## config.mk

```make
export PLATFORM = sky130hd
export DESIGN_NAME = rst_en_sequencer
export DESIGN_NICKNAME = d
export VERILOG_FILES = /design/src/rtl/rst_en_sequencer.sv
export SDC_FILE = /design/constraint.sdc
export NUM_CORES = 1
export LEC_CHECK = 0
export ABC_AREA = 1
export ABC_CLOCK_PERIOD_IN_PS = 1230
export CORE_UTILIZATION = 40
export CTS_CLUSTER_SIZE = 8
export DETAILED_ROUTE_END_ITERATION = 10
export GPL_TIMING_DRIVEN = 0
export PLACE_DENSITY = 0.68
export SYNTH_ARGS = -nofsm -noshare
export SYNTH_HDL_FRONTEND = slang
export SYNTH_SLANG_ARGS = --single-unit
export TNS_END_PERCENT = 30
```

## constraint.sdc

```tcl
create_clock -name clk -period 1.23 [get_ports clk]
set_clock_uncertainty 0.1 [all_clocks]
set_input_delay 0.246 -clock clk [delete_from_list [all_inputs] [get_ports clk]]
set_output_delay 0.246 -clock clk [all_outputs]
set_load 0.01 [all_outputs]
```

## src/rtl/rst_en_sequencer.sv

```systemverilog
// rst_en_sequencer: ordered domain reset/enable generator keeping dom_en |-> dom_rst
// Ports:
//   clk        clock, all logic on posedge
//   rst        synchronous active-low reset
//   start      power-up request, honoured only in IDLE
//   stop       orderly shutdown (abort in HOLD/SETTLE, drain from RUN)
//   fault      emergency shutdown, both outputs low at once
//   dom_rst    downstream reset, active-low (1 = domain out of reset)
//   dom_en     downstream enable
//   state      IDLE=0 HOLD=1 SETTLE=2 RUN=3 DRAIN=4
//   ready      one-cycle pulse on entry to RUN
//   fault_cnt  saturating count of faults taken outside IDLE
module rst_en_sequencer #(
    parameter int HOLD_CYCLES   = 4,
    parameter int SETTLE_CYCLES = 2,
    parameter int DRAIN_CYCLES  = 3,
    parameter int FCW           = 4
) (
    input  logic           clk,
    input  logic           rst,
    input  logic           start,
    input  logic           stop,
    input  logic           fault,
    output logic           dom_rst,
    output logic           dom_en,
    output logic [2:0]     state,
    output logic           ready,
    output logic [FCW-1:0] fault_cnt
);
    typedef enum logic [2:0] {
        IDLE   = 3'd0,
        HOLD   = 3'd1,
        SETTLE = 3'd2,
        RUN    = 3'd3,
        DRAIN  = 3'd4
    } state_t;
    localparam int MX = HOLD_CYCLES > SETTLE_CYCLES ?
                        (HOLD_CYCLES > DRAIN_CYCLES ? HOLD_CYCLES : DRAIN_CYCLES) :
                        (SETTLE_CYCLES > DRAIN_CYCLES ? SETTLE_CYCLES : DRAIN_CYCLES);
    localparam int CW = $clog2(MX + 1);
    state_t        st, nxt;
    logic [CW-1:0] cnt, cnt_n;
    logic          done, dom_rst_d, dom_en_d, ready_d;
    assign state = st;
    assign done  = cnt == '0;
    always_comb begin
        nxt = st;
        case (st)
            IDLE:    nxt = (start && !fault) ? HOLD : IDLE;
            HOLD:    nxt = (fault || stop) ? IDLE : done ? SETTLE : HOLD;
            SETTLE:  nxt = (fault || stop) ? IDLE : done ? RUN : SETTLE;
            RUN:     nxt = fault ? IDLE : stop ? DRAIN : RUN;
            DRAIN:   nxt = (fault || done) ? IDLE : DRAIN;
            default: nxt = IDLE;
        endcase
        // counter is reloaded on every state entry, so a state lasts load+1 cycles
        cnt_n = (nxt != st) ?
                (nxt == HOLD   ? CW'(HOLD_CYCLES - 1)   :
                 nxt == SETTLE ? CW'(SETTLE_CYCLES - 1) :
                 nxt == DRAIN  ? CW'(DRAIN_CYCLES - 1)  : '0) :
                (done ? '0 : cnt - CW'(1));
        // outputs are decoded from the next state so they change on the entry edge
        dom_rst_d = nxt == SETTLE || nxt == RUN || nxt == DRAIN;
        dom_en_d  = nxt == RUN;
        ready_d   = nxt == RUN && st != RUN;
    end
    always_ff @(posedge clk) begin
        if (!rst) begin
            st        <= IDLE;
            cnt       <= '0;
            dom_rst   <= 1'b0;
            dom_en    <= 1'b0;
            ready     <= 1'b0;
            fault_cnt <= '0;
        end else begin
            st      <= nxt;
            cnt     <= cnt_n;
            dom_rst <= dom_rst_d;
            dom_en  <= dom_en_d;
            ready   <= ready_d;
            if (fault && st != IDLE && fault_cnt != '1)
                fault_cnt <= fault_cnt + FCW'(1);
        end
    end
endmodule

```

==> flow_summary.toml <==
[sta]
rsz0062_at_grt = "yes"
layout_setup_ws_ns = -0.214
setup_viol = 10
layout_min_cycle_time_ns = 1.44
hold_ws_ns = 0.174
drv_slew = 0
hold_viol = 0
post-route-period-util = 1.17
tightest_slew_ns = 0.251
slew_headroom = 0.831
fmax_ghz = 0.693

[floorplanning]
io_pins = 15
die_h_um = 44.4
initial_utilization = 0.451
core-area_um2 = 1590
rows = 14
dieArea_um2 = 1970
die_w_um = 44.4

[critical_path]
cp_max_fo = 5
start_kind = "register"
critPathArrivalTime_ns = 1.51
crit_path_top_delay_cell = "dfxtp_4"
cp.buffers_inverters = 0
crit_family = "simple AND/OR/NAND/NOR gates"
setup.worst_path.class = "register to register"
slowest_delay_ns = 0.36
cp.required_ns = 1.30
cp-end-kind = "register"
cp_cell_sequence = "nor2_4 > nand2_4 > nor2_4 > nand2_4 > nand4_1 > nand2_4 > a21oi_2 > nor2_1"
cp_common_cell = "nand2_4"

[synth]
synth-seq-cells = 13
synth_cell_types = 22
synth_top_area_frac = 0.362
netlist_area_um2 = 718
yosysSeqAreaShare = 0.362
synth.area.top_cells = "dfxtp_1, nand2_1, nor2_1"
syn_inst = 103
syn_avg_cell_area_um2 = 6.97
yosysWarnings = 0
yosys.area.top_type = "dfxtp_1"
synthesis.nets = 109

[worst_hold_path]
hp-class = "input pin to register"

[grt]
track_usage = 0.232
grt_pass1_wl_mm = 3.25
overflow = 0
antenna_found_initial = 0
grt_max_degree = 10
grt_pass1_vias = 790

[flow_run]
max_cap_viol_count = 0

[routing]
via_per_inst = 5.08
wl_per_cell_um = 13.7
drtIter0Drc = 20
wl_mm = 2.14
vias = 793
drc_errors = 0
dr.pass1.iters = 4
antenna_left = 0

[placed_design]
hpwl_mm = 1.19
dp_cells = 140
place_area_um2 = 890
port_buffers = 13
preCtsSetupSlack_ns = -0.667
globalplace.congestion = 0.870

[clocking]
clkSinkCount = 13
htree_levels = 1
root_buffer = "clkbuf_4"
cts.path.max_buffers = 2
cts_tree = "yes"
numCtsBuffers = 3
clkLatencyLatePin_ns = 0.28
clk_pin_slew_worst_paths_ns = 0.07

[pwr]
p_leak_nw = 0.505
p_per_area_nw_per_um2 = 816
finalPower_mw = 0.937
ir_drop_uv = 695

[cells_and_area]
finish.instance_area_um2 = 1150
fin_nets = 139
multi_input_area_um2 = 552
regArea_um2 = 284
diodes = 0
drive_gt1_frac = 0.545
layout_common_cells = "nor2_4, nand2_1, buf_4, inv_1, nor2_1"
area_growth_pct = 59.9
stdcell_count = 156
fill_cells = 116

[status]
violations = "setup timing"
outcome = "finished, violations left"
## worst register-to-register path, delay by kind of cell, from the launching register on
family / cells / cell delay [ns]
AO/OA/AOI/OAI: 1 / 0.12
flip-flops: 1 / 0.36
AND/OR/NAND/NOR: 7 / 0.77
## worst paths after layout
kind	from	end	slack (ns)	cells after the start
worst min-delay path	rst	cnt[0]$_SDFF_PN0_	0.17	3
worst max register to register	cnt[1]$_SDFF_PN0_	cnt[1]$_SDFF_PN0_	-0.21	8
worst max-delay path	cnt[1]$_SDFF_PN0_	cnt[1]$_SDFF_PN0_	-0.21	8
worst min register to register	fault_cnt[3]$_SDFFE_PN0P_	fault_cnt[3]$_SDFFE_PN0P_	0.35	1
## metal layers
layer  part of all wire  track usage  routed length (µm)  up-vias
li1                   -            -                   -      392
met1               0.38        0.241                 823      357
met2               0.53        0.409                1140       35
met3              0.043       0.0449                  92        9
met4              0.036        0.170                  78        0
met5                  0            0                   0        -
## cell type report
class | instances | area share
Sequential cell | 13 | 0.247
Tap cell | 24 | 0.0261
Buffer | 1 | 0.00436
Multi-Input combinational cell | 75 | 0.480
Clock buffer | 3 | 0.0196
Clock inverter | 1 | 0.00436
Inverter | 14 | 0.0501
Timing Repair Buffer | 25 | 0.168
## metrics by stage
stage,utilization,TNS (ns)
CTS,0.666,-0.764
global placement,0.558,-5.04
finish,0.721,-0.886
detailed placement,0.558,-5.35
global route,0.721,-1.65
floorplan,-,-0.169
## synthesized netlist by cell type
master,n
a21oi_1,9
buf_2,1
nand3_2,1
nand2_1,16
nor2_2,3
a21boi_0,1
o21ai_0,4
inv_2,5
ha_1,1
or2_2,1
nor3_1,1
dfxtp_1,13
nand4_1,2
o21ai_1,2
nand3_1,10
nor2_1,14
nand2_2,3
a21oi_2,1
inv_1,9
nor3_2,1
nor2_4,4
o21a_1,1
## cell families after synthesis
family                     synth area share
adders and majority gates            0.0174
AOI/OAI and AO/OA                     0.138
buffers and inverters                0.0801
DFF                                   0.362
and+or+nand+nor                       0.402
## registers in the layout, indices dropped and copies added (netlist names)
register,count
ready,1
state,3
dom_rst,1
dom_en,1
fault_cnt,4
cnt,3
## power by group
group | internal [mW] | switching [mW]
combinational | 0.0976 | 0.129
clock | 0.121 | 0.142
sequential | 0.428 | 0.0197
total | 0.646 | 0.291
## repair_timing
action                                  CTS  global route
pin swaps                                12             8
hold buffers                              0             0
gates resized for setup                  52            30
endpoints found under the setup margin   21            18
setup buffers                            10             2
Note: power is estimated with default switching activity, not from simulation.
